==> src/rtl/pr_arbiter_if.sv <==
// Handshake bundle between N requesters and the pr_arbiter.
//
// Signals:
//   req      requesters -> arbiter  level request vector, one bit per requester
//   rr_mode  requesters -> arbiter  0 = fixed priority, 1 = round-robin
//   done     requesters -> arbiter  holder releases its grant (1-cycle pulse)
//   gnt      arbiter -> requesters  one-hot grant
//   gnt_id   arbiter -> requesters  binary index of the holder, 0 when none
//   gnt_vld  arbiter -> requesters  a grant is held
//   idle     arbiter -> requesters  arbiter FSM is idle
//   timeout  arbiter -> requesters  forced-release pulse (PR_ARB_TIMEOUT_EN only)
//
// Modports: master = requester side, slave = arbiter side.
// Optional feature macro: PR_ARB_TIMEOUT_EN adds the timeout signal.
interface pr_arbiter_if #(
  parameter int N = 8
);
  localparam int IDW = $clog2(N);

  logic [N-1:0]   req;
  logic           rr_mode;
  logic           done;
  logic [N-1:0]   gnt;
  logic [IDW-1:0] gnt_id;
  logic           gnt_vld;
  logic           idle;
`ifdef PR_ARB_TIMEOUT_EN
  logic           timeout;

  modport master (
    output req, rr_mode, done,
    input  gnt, gnt_id, gnt_vld, idle, timeout
  );

  modport slave (
    input  req, rr_mode, done,
    output gnt, gnt_id, gnt_vld, idle, timeout
  );
`else
  modport master (
    output req, rr_mode, done,
    input  gnt, gnt_id, gnt_vld, idle
  );

  modport slave (
    input  req, rr_mode, done,
    output gnt, gnt_id, gnt_vld, idle
  );
`endif
endinterface

==> src/rtl/pr_arbiter.sv <==
// Registered N-way priority arbiter with run-time fixed / round-robin priority.
// Grants one requester, holds the grant until the holder pulses done or drops
// its request, and re-arbitrates on the release edge without a dead cycle.
//
// Ports:
//   clk   in  rising-edge clock
//   rst   in  asynchronous active-high reset
//   arb   pr_arbiter_if.slave  (req, rr_mode, done in; gnt, gnt_id, gnt_vld,
//         idle, and timeout when enabled, out)
//
// Parameters:
//   N        number of requesters (>=2); index N-1 is highest fixed priority
//   TIMEOUT  max grant length in cycles (>=1), only with PR_ARB_TIMEOUT_EN
//
// Optional feature macro: PR_ARB_TIMEOUT_EN enables the grant-length limit
// and the timeout pulse output.
module pr_arbiter #(
  parameter int N = 8
`ifdef PR_ARB_TIMEOUT_EN
  , parameter int TIMEOUT = 16
`endif
) (
  input logic         clk,
  input logic         rst,
  pr_arbiter_if.slave arb
);
  localparam int IDW = $clog2(N);

  typedef enum logic {
    IDLE  = 1'b0,
    GRANT = 1'b1
  } state_e;

  typedef struct packed {
    logic           found;
    logic [IDW-1:0] id;
  } pick_t;

  state_e         state_q, state_d;
  logic [N-1:0]   gnt_q, gnt_d;
  logic [IDW-1:0] gnt_id_q, gnt_id_d;
  logic [IDW-1:0] ptr_q, ptr_d;
  logic [N-1:0]   cand;
  pick_t          win;
  logic           release_evt;
  logic           new_grant;
  logic           expire;

  // Fixed mode scans from N-1 downwards; round-robin scans from ptr downwards
  // and wraps from 0 to N-1.
  function automatic pick_t pick(input logic [N-1:0]   c,
                                 input logic           rr,
                                 input logic [IDW-1:0] ptr);
    pick_t p;
    int    j;
    p = '0;
    for (int i = 0; i < N; i++) begin
      if (rr) begin
        j = int'(ptr) - i;
        if (j < 0) j = j + N;
      end else begin
        j = N - 1 - i;
      end
      if (!p.found && c[IDW'(j)]) begin
        p.found = 1'b1;
        p.id    = IDW'(j);
      end
    end
    return p;
  endfunction

  always_comb begin
    // NOTE: every variable driven here gets a default first so no path can
    // leave one unassigned and infer a latch.
    state_d     = state_q;
    gnt_d       = gnt_q;
    gnt_id_d    = gnt_id_q;
    ptr_d       = ptr_q;
    new_grant   = 1'b0;
    release_evt = 1'b0;
    cand        = arb.req;

    if (state_q == GRANT) begin
      // The releasing holder is excluded so a still-raised req cannot re-win.
      cand        = arb.req & ~gnt_q;
      release_evt = arb.done | ~arb.req[gnt_id_q] | expire;
    end

    win = pick(cand, arb.rr_mode, ptr_q);

    if (state_q == IDLE || release_evt) begin
      if (win.found) begin
        new_grant = 1'b1;
        state_d   = GRANT;
        gnt_d     = N'(1) << win.id;
        gnt_id_d  = win.id;
        // The winner becomes lowest priority for the next round-robin search.
        if (arb.rr_mode) begin
          ptr_d = (win.id == '0) ? IDW'(N - 1) : win.id - IDW'(1);
        end
      end else begin
        state_d  = IDLE;
        gnt_d    = '0;
        gnt_id_d = '0;
      end
    end
  end

  always_ff @(posedge clk or posedge rst) begin
    // NOTE: state registers use non-blocking assignments so every flop
    // samples the pre-edge values regardless of statement order.
    if (rst) begin
      state_q  <= IDLE;
      gnt_q    <= '0;
      gnt_id_q <= '0;
      ptr_q    <= IDW'(N - 1);
    end else begin
      state_q  <= state_d;
      gnt_q    <= gnt_d;
      gnt_id_q <= gnt_id_d;
      ptr_q    <= ptr_d;
    end
  end

`ifdef PR_ARB_TIMEOUT_EN
  localparam int CW = $clog2(TIMEOUT + 1);

  logic [CW-1:0] cnt_q, cnt_d;
  logic          timeout_q;

  // cnt_q counts completed grant cycles minus one; at TIMEOUT-1 the holder
  // has held for TIMEOUT cycles and is released at this edge.
  assign expire = (state_q == GRANT) && (cnt_q == CW'(TIMEOUT - 1));

  always_comb begin
    cnt_d = '0;
    if (!new_grant && state_q == GRANT && !release_evt) begin
      cnt_d = cnt_q + CW'(1);
    end
  end

  always_ff @(posedge clk or posedge rst) begin
    if (rst) begin
      cnt_q     <= '0;
      timeout_q <= 1'b0;
    end else begin
      cnt_q     <= cnt_d;
      timeout_q <= expire;
    end
  end

  assign arb.timeout = timeout_q;
`else
  assign expire = 1'b0;
`endif

  assign arb.gnt     = gnt_q;
  assign arb.gnt_id  = gnt_id_q;
  assign arb.gnt_vld = |gnt_q;
  assign arb.idle    = (state_q == IDLE);

endmodule

==> src/flat_wrapper.sv <==
// flat-port wrapper written by rule: the top's interface ports become plain ports
module pr_arbiter_flat 
#(
  parameter int N = 8

)
  (clk, rst, arb_req, arb_rr_mode, arb_done, arb_gnt, arb_gnt_id, arb_gnt_vld, arb_idle);
  pr_arbiter_if #(.N(N)) arb_i ();
  input logic clk;
  input logic rst;
  input wire logic [$bits(arb_i.req)-1:0] arb_req;
  input wire logic [$bits(arb_i.rr_mode)-1:0] arb_rr_mode;
  input wire logic [$bits(arb_i.done)-1:0] arb_done;
  output wire logic [$bits(arb_i.gnt)-1:0] arb_gnt;
  output wire logic [$bits(arb_i.gnt_id)-1:0] arb_gnt_id;
  output wire logic [$bits(arb_i.gnt_vld)-1:0] arb_gnt_vld;
  output wire logic [$bits(arb_i.idle)-1:0] arb_idle;
  assign arb_i.req = arb_req;
  assign arb_i.rr_mode = arb_rr_mode;
  assign arb_i.done = arb_done;
  assign arb_gnt = arb_i.gnt;
  assign arb_gnt_id = arb_i.gnt_id;
  assign arb_gnt_vld = arb_i.gnt_vld;
  assign arb_idle = arb_i.idle;
  pr_arbiter #(.N(N)) u_core (.clk(clk), .rst(rst), .arb(arb_i));
endmodule
==> config.mk <==
export PLATFORM = sky130hd
export DESIGN_NAME = pr_arbiter_flat
export DESIGN_NICKNAME = d
export VERILOG_FILES = /design/src/rtl/pr_arbiter_if.sv /design/src/rtl/pr_arbiter.sv /design/src/flat_wrapper.sv
export SDC_FILE = /design/constraint.sdc
export NUM_CORES = 1
export LEC_CHECK = 0
export CAP_MARGIN = 15
export CELL_PAD_IN_SITES_DETAIL_PLACEMENT = 1
export CELL_PAD_IN_SITES_GLOBAL_PLACEMENT = 2
export CORE_MARGIN = 2
export CORE_UTILIZATION = 36
export CTS_BUF_LIST = sky130_fd_sc_hd__clkbuf_2 sky130_fd_sc_hd__clkbuf_4 sky130_fd_sc_hd__clkbuf_8
export DETAILED_ROUTE_END_ITERATION = 10
export PLACE_DENSITY = 0.87
export SYNTH_ARGS = -nofsm -noshare
export SYNTH_HDL_FRONTEND = slang
export SYNTH_SLANG_ARGS = --single-unit
export TNS_END_PERCENT = 50
==> constraint.sdc <==
create_clock -name clk -period 7 [get_ports clk]
set_clock_uncertainty 0.15 [all_clocks]
set_input_delay 0.7 -clock clk [delete_from_list [all_inputs] [get_ports clk]]
set_output_delay 0.7 -clock clk [all_outputs]
set_load 0.005 [all_outputs]
==> results of run 1 <==
-- state kept, by name, summed over array words and instances (netlist names) --
signal and count:
u_core.arb.gnt 8, u_core.state_q 1, u_core.arb.gnt_id 3, u_core.ptr_q 3
-- layout make-up --
| cell class | instances | area [um2] | area share [%] |
|---|---|---|---|
| clock buffer | 4 | 48.80 | 2.436 |
| inverter | 8 | 30.03 | 1.499 |
| multi-input combinational | 168 | 1237 | 61.77 |
| sequential | 15 | 379.1 | 18.93 |
| tap | 54 | 67.56 | 3.373 |
| timing repair buffer | 24 | 240.2 | 11.99 |
-- per-layer routing --
| metal | track usage (%) | vias to the layer above |
|---|---|---|
| met5 | 0 | - |
| met4 | 6.173 | 0 |
| met3 | 1.796 | 12 |
| met2 | 34.24 | 39 |
| met1 | 32.37 | 857 |
| li1 | - | 824 |
-- cells in the final DEF, fill, tap and decap left out, drive strengths merged, types with 4 or more instances in the layout --
cell type	count
nor3	6
inv	8
clkdlybuf4s50	24
nand2	21
a21bo	8
a21boi	6
nor4	7
nor2	13
dfrtp	12
a22o	4
a21oi	9
clkbuf	4
o31ai	8
o22ai	8
o21ai	5
-- per-stage QoR --
stage / utilization, % / hold slack [ns] / instances / cell area [um2] / setup slack, ns
global placement: 42.22 / 0.4003 / 269 / 1954 / 2.358
global route: 43.27 / 0.4778 / 273 / 2003 / 2.123
floorplan: - / 0.3669 / 200 / 1703 / 3.369
CTS: 43.27 / 0.4471 / 273 / 2003 / 2.585
finish: 43.27 / 0.4554 / 273 / 2003 / 2.566
detailed placement: 42.22 / 0.4201 / 269 / 1954 / 2.360
-- final timing paths --
| kind | cells after the start | startpoint | to |
|---|---|---|---|
| worst max-delay path | 11 | arb_rr_mode | u_core.arb.gnt[5] |
| worst min-delay path | 2 | u_core.arb.gnt[2] | u_core.arb.gnt[2] |
| worst max register to register | 12 | u_core.ptr_q[0] | u_core.arb.gnt[5] |
| worst min register to register | 2 | u_core.arb.gnt[2] | u_core.arb.gnt[2] |
| max in group asynchronous | 2 | rst | u_core.arb.gnt[3] |
| min in group asynchronous | 2 | rst | u_core.arb.gnt[1] |
-- worst min-delay path, cell delays in order (launching register included) --
cell	delay, ns
dfrtp_1	0.42
nand2_1	0.08
o31ai_1	0.07
-- cell families after synthesis --
family,count (synthesis),synth area share (%)
AO/OA/AOI/OAI,81,39.09
XOR/XNOR,3,1.543
adder cells (fa/ha/maj),3,2.204
buffers and inverters,17,5.069
flip-flops,15,22.26
multiplexers,7,5.731
AND/OR/NAND/NOR,74,24.10
-- where the power goes --
part	internal, mW	switching (mW)
registers	0.128	0.0600
logic	0.315	0.423
clock network	0.0442	0.0293
==> out/results.ini, run 1 <==
[status]
outcome = complete, no violations

[clock_network]
clock-sinks = 15
cts_tree = built
cts-resized-gates = 0
htree_levels = 1
post_cts_buffers = 0
ctsHoldBuffers = 0
clk_pin_slew_ns = 0.06
cts-root-buf = clkbuf_8
clk_latency_ns = 0.25
cts_buffers = 3
clockBufferDepth = 2

[cells_and_area]
syn_to_final_growth_pct = 17.63
drive_gt1_share_pct = 15.07
nNetsFinal = 235
diodes = 0
fillers = 568

[global_route]
grt_max_degree = 23
grt_pass1_vias = 1694
antenna_found_initial = 0
grt_overflow_total = 0
track_usage_pct = 21.93
grt_pass1_wl_um = 9032

[floorplanning]
start_util_pct = 36.78
die_area_mm2 = 0.005296
die_w_um = 72.78
die_h_um = 72.78
row_count = 25
coreArea_mm2 = 0.004629
pin_count = 25

[routing]
drtIter0Drc = 132
routed_via_density = 6.344
postRouteWirelength_um = 5497
wl_met2_um = 2589
drcViolationCount = 0
num_vias = 1732
wl_met3_um = 179
wl_met1_um = 2631
routed.top_layer = met4
wl_per_cell_um = 20.14
ant_nets = 0
drtPass1Iterations = 4

[setup_path]
slowest_delay_ns = 0.95
crit_chain = clkdlybuf4s50_1 -> a21boi_1 -> o22ai_1 -> a221o_1 -> or3_1 -> a2111oi_2 -> a2111o_1 -> and2_1 -> ha_1 -> inv_1 -> o31ai_1
crit_required_ns = 6.99
path_max_fanout = 22
cp_num_buf_inv = 2
critical_path_arrival_ns = 4.42
rrSetupSlack_ns = 2.94
crit_path_end_kind = flip-flop
startpoint_type = input pin
crit_type = in -> reg
crit_slowest_cell = clkdlybuf4s50_1
critPathTopFamily = compound AO/OA/AOI/OAI gates

[synth]
synth_ff_type = dfrtp_1
synth_commonest_cells = nand2_1 (21), nor2_1 (13), dfrtp_1 (12)
synth_cells = 200
synth.most_common_cell = nand2_1
synth_cell_types = 70
async_reset_ff_share_pct = 100.0
netlist.area_leader.share_pct = 17.63
syn-cell-area_mm2 = 0.001703
yosys-top-cells-area = dfrtp_1 (18%), a21bo_2 (4.7%), dfstp_2 (4.6%)
syn-num-nets = 215
yosysTopAreaCell = dfrtp_1
synth-seq-area-share_pct = 22.26
yosys_warnings = 0
avgSynthCellArea_um2 = 8.514
synth_edf_count = 0
synth-seq-cells = 15

[timing]
rsz0062_at_grt = false
period_share_pct = 63.34
period_minus_slack_ns = 4.434
setup_viol = 0
fin_setup_tns_ns = 0
hold_viol = 0
fmax_ghz = 0.2255
worst_pin_slew_ns = 0.7474
slew_headroom_pct = 50.02
slew_violations = 0

[pwr]
max-vdd-ir-drop_v = 0.0002491
p_per_area_mw_per_mm2 = 498.8
p_total_mw = 0.9993
leakagePower_nw = 0.7747

[placed_design]
hpwlAfterDp_um = 4488
place_congestion = 0.8920
port_buffers = 24

[min_path]
hp-class = reg -> reg

[run]
maxCapViolCount = 0

Power figures use the tool's default switching activity.
==> run 2, diff against run 1 <==
--- a/config.mk
+++ b/config.mk
@@ -9,10 +9,10 @@
 export CELL_PAD_IN_SITES_DETAIL_PLACEMENT = 1
 export CELL_PAD_IN_SITES_GLOBAL_PLACEMENT = 2
 export CORE_MARGIN = 2
-export CORE_UTILIZATION = 36
+export CORE_UTILIZATION = 31
 export CTS_BUF_LIST = sky130_fd_sc_hd__clkbuf_2 sky130_fd_sc_hd__clkbuf_4 sky130_fd_sc_hd__clkbuf_8
 export DETAILED_ROUTE_END_ITERATION = 10
-export PLACE_DENSITY = 0.87
+export PLACE_DENSITY = 0.79
 export SYNTH_ARGS = -nofsm -noshare
 export SYNTH_HDL_FRONTEND = slang
 export SYNTH_SLANG_ARGS = --single-unit
==> constraint.sdc (replaced) <==
create_clock -name clk -period 4 [get_ports clk]
set_clock_uncertainty 0.15 [all_clocks]
set_input_delay 0.4 -clock clk [delete_from_list [all_inputs] [get_ports clk]]
set_output_delay 0.4 -clock clk [all_outputs]
set_load 0.005 [all_outputs]
==> out/results.ini, run 2 (synthesis results as in run 1) <==
[status]
outcome = complete, no violations

[pwr]
max-vdd-ir-drop_v = 0.0003831  ; +54%
clockPowerShare_pct = 6.3  ; -1.1 points
leakagePower_nw = 0.8682  ; +12%
p_per_area_mw_per_mm2 = 899.3  ; +80%
swShare_pct = 49.72  ; -1.6 points
p_int_mw = 0.9850  ; +100%
p_seq_share_pct = 15.0  ; -3.8 points
power_frac_comb_pct = 78.7  ; +4.8 points
p_switching_mw = 0.9740  ; +90%

[floorplanning]
start_util_pct = 32.72  ; -4.1 points
die_w_um = 78.12  ; +7.3%
die_h_um = 78.12  ; +7.3%
coreArea_mm2 = 0.005205  ; +12%
row_count = 26  ; +4.0%
die_area_mm2 = 0.006102  ; +15%
pin_count = 25  ; unchanged

[routing]
drcViolationCount = 0  ; unchanged
drtIter0Drc = 167  ; +27%
routed_via_density = 5.838  ; -8.0%
ant_nets = 0  ; unchanged
num_vias = 1798  ; +3.8%
postRouteWirelength_um = 5880  ; +7.0%
drtPass1Iterations = 4  ; unchanged
wl_per_cell_um = 19.09  ; -5.2%

[placed_design]
port_buffers = 24  ; unchanged
place_congestion = 0.8773  ; -1.6%
hpwlAfterDp_um = 4721  ; +5.2%

[timing]
holdWs_ns = 0.3535  ; -0.1019 ns
period_share_pct = 94.02
setup_viol = 0  ; unchanged
slew_headroom_pct = 61.74  ; +12 points
period_minus_slack_ns = 3.761
fmax_ghz = 0.2659
fin_setup_tns_ns = 0  ; unchanged
slew_violations = 0  ; unchanged
hold_viol = 0  ; unchanged
rsz0062_at_grt = false
worst_pin_slew_ns = 0.5733  ; -0.1741 ns

[clock_network]
htree_levels = 1  ; unchanged
clockBufferDepth = 2  ; unchanged
cts-root-buf = clkbuf_8
clock-sinks = 15  ; unchanged
post_cts_buffers = 0  ; unchanged
clk_pin_slew_ns = 0.06  ; about the same
cts_tree = built
cts_buffers = 3  ; unchanged
clk_latency_ns = 0.25  ; about the same

[cells_and_area]
final_common_cell = clkdlybuf4s50_1
largest_reg_flops = 8  ; unchanged
syn_to_final_growth_pct = 27.92
fillers = 639  ; +13%
nNetsFinal = 254  ; +8.1%
seq_area_um2 = 379.1  ; unchanged
multi_input_area_mm2 = 0.001252  ; +1.2%
diodes = 0  ; unchanged
final_cell_mix = clkdlybuf4s50_1 (24), nand2_1 (21), buf_4 (19)
drive_gt1_share_pct = 22.27  ; +7.2 points

[global_route]
grt_overflow_total = 0  ; unchanged
grt_max_degree = 16  ; -30%
grt_pass1_wl_um = 9756  ; +8.0%
antenna_found_initial = 0  ; unchanged
track_usage_pct = 19.88  ; -2.1 points
grt_pass1_vias = 1831  ; +8.1%

[setup_path]
path_max_fanout = 5  ; -77%
crit_chain = inv_1 -> ha_1 -> or3b_4 -> nor2_1 -> nor4_1 -> buf_4 -> o22ai_2 -> a2111oi_2 -> or4_4 -> o21ai_4 -> ha_1 -> mux2_2
cp_num_buf_inv = 2  ; unchanged
crit_path_end_kind = flip-flop
startpoint_type = flip-flop
critical_path_arrival_ns = 3.79  ; -0.63 ns
crit_top_cell = ha_1
crit_slowest_cell = or4_4
crit_type = reg -> reg
crit_required_ns = 4.03  ; -2.96 ns
critPathTopFamily = simple AND/OR/NAND/NOR gates
slowest_delay_ns = 0.57  ; -0.38 ns

[run]
maxCapViolCount = 0  ; unchanged

[min_path]
hp-class = in -> async

run 2: stage by stage:
| step | cells | utilization (%) | setup WS [ns] | area, um2 | total power, mW |
|---|---|---|---|---|---|
| final | 308 | 41.85 | 0.2392 | 2178 | 1.959 |
| after global routing | 308 | 41.85 | 0.02064 | 2178 | 2.128 |
| after CTS | 308 | 41.56 | 0.1966 | 2163 | 1.939 |
| after detailed placement | 304 | 40.67 | 0.06920 | 2117 | 1.804 |
| after global placement | 304 | 40.67 | 0.1174 | 2117 | 1.791 |
| after floorplan | 200 | - | 0.3690 | 1703 | 1.263 |
run 2: what timing repair did:
action                                  in CTS  in global routing
endpoints found under the setup margin       0                  5
hold buffers                                 0                  0
resized for setup                            0                  2
run 2: power groups by stage:
| stage | logic (mW) | clock network (mW) | registers (mW) |
|---|---|---|---|
| floorplan | 0.994 | 0 | 0.269 |
| global placement | 1.49 | 0 | 0.296 |
| detailed placement | 1.51 | 0 | 0.296 |
| CTS | 1.52 | 0.125 | 0.294 |
| global route | 1.69 | 0.132 | 0.305 |
| finish | 1.54 | 0.123 | 0.294 |
run 2: worst reg2reg max path: cells and delay by family (launching register included):
family / cells / cell delay [ns]
AO/OA/AOI/OAI: 3 / 0.60
adder cells (fa/ha/maj): 2 / 0.62
buffers and inverters: 2 / 0.22
flip-flops: 1 / 0.53
multiplexers: 1 / 0.26
AND/OR/NAND/NOR: 4 / 1.32
run 2: worst paths after layout:
path                                        start              endpoint  slack, ns  cells after the start
worst max-delay path              u_core.ptr_q[0]       u_core.ptr_q[1]       0.24                     12
min in group clk                u_core.arb.gnt[3]     u_core.arb.gnt[3]       0.40                      2
worst max register to register    u_core.ptr_q[0]       u_core.ptr_q[1]       0.24                     12
worst min register to register  u_core.arb.gnt[3]     u_core.arb.gnt[3]       0.40                      2
max in group asynchronous                     rst       u_core.ptr_q[0]       2.97                      2
worst min-delay path                          rst  u_core.arb.gnt_id[0]       0.35                      2
run 2: per-layer routing:
metal | wire [um] | part of all wire, % | GRT usage, %
met2 | 2615 | 44 | 30.60
met3 | 162 | 2.8 | 2.069
met5 | 0 | 0 | 0
met1 | 3056 | 52 | 30.18
met4 | 46 | 0.78 | 3.509
run 2: layout make-up:
class,count,area share (%)
flip-flops and latches,15,17.40
repair buffers,43,17.58
clock inverters,1,0.2298
well taps,70,4.021
multi-input cells,168,57.50
inverters,8,1.379
clock buffers,3,1.895
==> run 3, diff against run 2 <==
--- a/config.mk
+++ b/config.mk
@@ -12,8 +12,9 @@
 export CORE_UTILIZATION = 31
 export CTS_BUF_LIST = sky130_fd_sc_hd__clkbuf_2 sky130_fd_sc_hd__clkbuf_4 sky130_fd_sc_hd__clkbuf_8
 export DETAILED_ROUTE_END_ITERATION = 10
+export GPL_TIMING_DRIVEN = 0
 export PLACE_DENSITY = 0.79
 export SYNTH_ARGS = -nofsm -noshare
 export SYNTH_HDL_FRONTEND = slang
 export SYNTH_SLANG_ARGS = --single-unit
-export TNS_END_PERCENT = 50
+export TNS_END_PERCENT = 5
==> out/results.ini, run 3 (synthesis results as in run 1) <==
[routing]
postRouteWirelength_um = 5780  ; -1.7%
routed_via_density = 5.772  ; -1.1%
drcViolationCount = 0  ; unchanged
num_vias = 1743  ; -3.1%
wl_per_cell_um = 19.14  ; +0.25%
ant_nets = 0  ; unchanged
drtIter0Drc = 109  ; -35%
drtPass1Iterations = 4  ; unchanged

[clock_network]
clk_pin_slew_ns = 0.06  ; about the same
cts-root-buf = clkbuf_8
clockBufferDepth = 2  ; unchanged
cts_buffers = 3  ; unchanged
cts_tree = built
clk_latency_ns = 0.25  ; about the same
htree_levels = 1  ; unchanged
clock-sinks = 15  ; unchanged

[cells_and_area]
stdcell_area_mm2 = 0.002225  ; +2.1%
drive_gt1_share_pct = 24.14  ; +1.9 points
final_common_cell = clkdlybuf4s50_1
syn_to_final_growth_pct = 30.64
stdcell_count = 302  ; -1.9%
largest_reg_flops = 8  ; unchanged
final_cell_mix = clkdlybuf4s50_1 (24), nand2_1 (21), dfrtp_1 (12)
diodes = 0  ; unchanged
nNetsFinal = 248  ; -2.4%

[setup_path]
startpoint_type = flip-flop
critical_path_arrival_ns = 3.88  ; +0.09 ns
path_max_fanout = 10  ; +5
crit_path_end_kind = flip-flop
crit_type = reg -> reg
crit_required_ns = 4.02  ; about the same

[timing]
setup_viol = 0  ; unchanged
fmax_ghz = 0.2589  ; -2.6%
slew_headroom_pct = 58.68  ; -3.1 points
slew_violations = 0  ; unchanged
hold_viol = 0  ; unchanged
worst_pin_slew_ns = 0.6199  ; +0.04654 ns
period_minus_slack_ns = 3.862  ; +0.1010 ns
rsz0062_at_grt = false
period_share_pct = 96.55  ; +2.5 points

[status]
outcome = complete, no violations

[pwr]
power_frac_comb_pct = 78.5  ; -0.2 points
p_per_area_mw_per_mm2 = 901.6  ; +0.25%
p_int_mw = 0.9992  ; +1.4%
leakagePower_nw = 0.8435  ; -2.8%
p_seq_share_pct = 15.2  ; +0.2 points
clockPowerShare_pct = 6.4  ; about the same
max-vdd-ir-drop_v = 0.0004137  ; +8.0%
p_switching_mw = 1.007  ; +3.3%
swShare_pct = 50.18  ; +0.46 points

[global_route]
track_usage_pct = 19.81  ; -0.068 points
grt_pass1_wl_um = 9549  ; -2.1%
grt_pass1_vias = 1785  ; -2.5%
grt_overflow_total = 0  ; unchanged
grt_max_degree = 16  ; unchanged
antenna_found_initial = 0  ; unchanged

[min_path]
hp-class = in -> async

[floorplanning]
die_h_um = 78.12  ; unchanged
row_count = 26  ; unchanged
pin_count = 25  ; unchanged
start_util_pct = 32.72  ; unchanged
die_area_mm2 = 0.006102  ; unchanged
coreArea_mm2 = 0.005205  ; unchanged
die_w_um = 78.12  ; unchanged

[placed_design]
placedCellCount = 294  ; -3.3%
placed_area_mm2 = 0.002031  ; -4.1%
port_buffers = 24  ; unchanged
place_congestion = 0.8170  ; -6.9%
hpwlAfterDp_um = 4597  ; -2.6%

[run]
maxCapViolCount = 0  ; unchanged

[run 3: metrics by stage]
step / setup slack, ns / hold WS [ns] / util [%] / TNS [ns] / power [mW]
3_3_place_gp: -0.1358 / 0.3937 / 39.01 / -0.8384 / 1.654
2_1_floorplan: 0.3690 / 0.1493 / - / 0 / 1.263
5_1_grt: 0.006060 / 0.4060 / 42.74 / 0 / 2.180
4_1_cts: 0.01787 / 0.3681 / 40.96 / 0 / 1.894
6_report: 0.1382 / 0.3540 / 42.74 / 0 / 2.006
3_5_place_dp: -0.1596 / 0.4164 / 39.01 / -0.8952 / 1.664
[run 3: power groups by stage]
stage | sequential, mW | combinational [mW] | clock, mW
after global placement | 0.287 | 1.37 | 0
after CTS | 0.287 | 1.48 | 0.131
after floorplan | 0.269 | 0.994 | 0
after detailed placement | 0.289 | 1.37 | 0
after global routing | 0.315 | 1.72 | 0.140
final | 0.304 | 1.57 | 0.128
[run 3: what timing repair did]
item                                    CTS  global route
cloned                                    0             0
hold buffers                              0             0
pin swaps                                 1             4
gates resized for setup                   4            15
setup buffers                             3             2
endpoints found under the setup margin   10            12
[run 3: final timing paths]
kind                       cells after the start  slack [ns]               from              endpoint
setup / recovery                              12        0.14    u_core.ptr_q[0]       u_core.ptr_q[1]
hold / removal                                 2        0.35                rst  u_core.arb.gnt_id[1]
setup reg to reg                              12        0.14    u_core.ptr_q[0]       u_core.ptr_q[1]
hold reg to reg                                2        0.43  u_core.arb.gnt[3]     u_core.arb.gnt[3]
max in group asynchronous                      2        2.97                rst       u_core.ptr_q[0]
min in group clk                               2        0.43  u_core.arb.gnt[3]     u_core.arb.gnt[3]
[run 3: area by class of cell]
| cell class | instances | area [um2] |
|---|---|---|
| Tap cell | 70 | 87.58 |
| Buffer | 8 | 55.05 |
| Sequential cell | 15 | 379.1 |
| Multi-Input combinational cell | 168 | 1346 |
| Inverter | 8 | 30.03 |
| Clock buffer | 4 | 48.80 |
| Timing Repair Buffer | 29 | 277.8 |
| Fill cell | 612 | 2980 |
[run 3: per-layer routing]
| layer | share of wire (%) | track usage [%] |
|---|---|---|
| met1 | 50 | 28.78 |
| met2 | 48 | 31.55 |
| met3 | 1.5 | 2.299 |
| met4 | 0.88 | 4.211 |
| met5 | 0 | 0 |
[run 3: critical path, stage by stage, from the launching register on]
cell and delay, ns:
dfstp_2 0.57, buf_6 0.16, inv_1 0.07, ha_2 0.34, or3b_4 0.44, o22a_1 0.23, a31o_2 0.31, o2111ai_1 0.14
a2111oi_0 0.15, or4_4 0.52, o21ai_4 0.20, ha_1 0.25, mux2_2 0.25
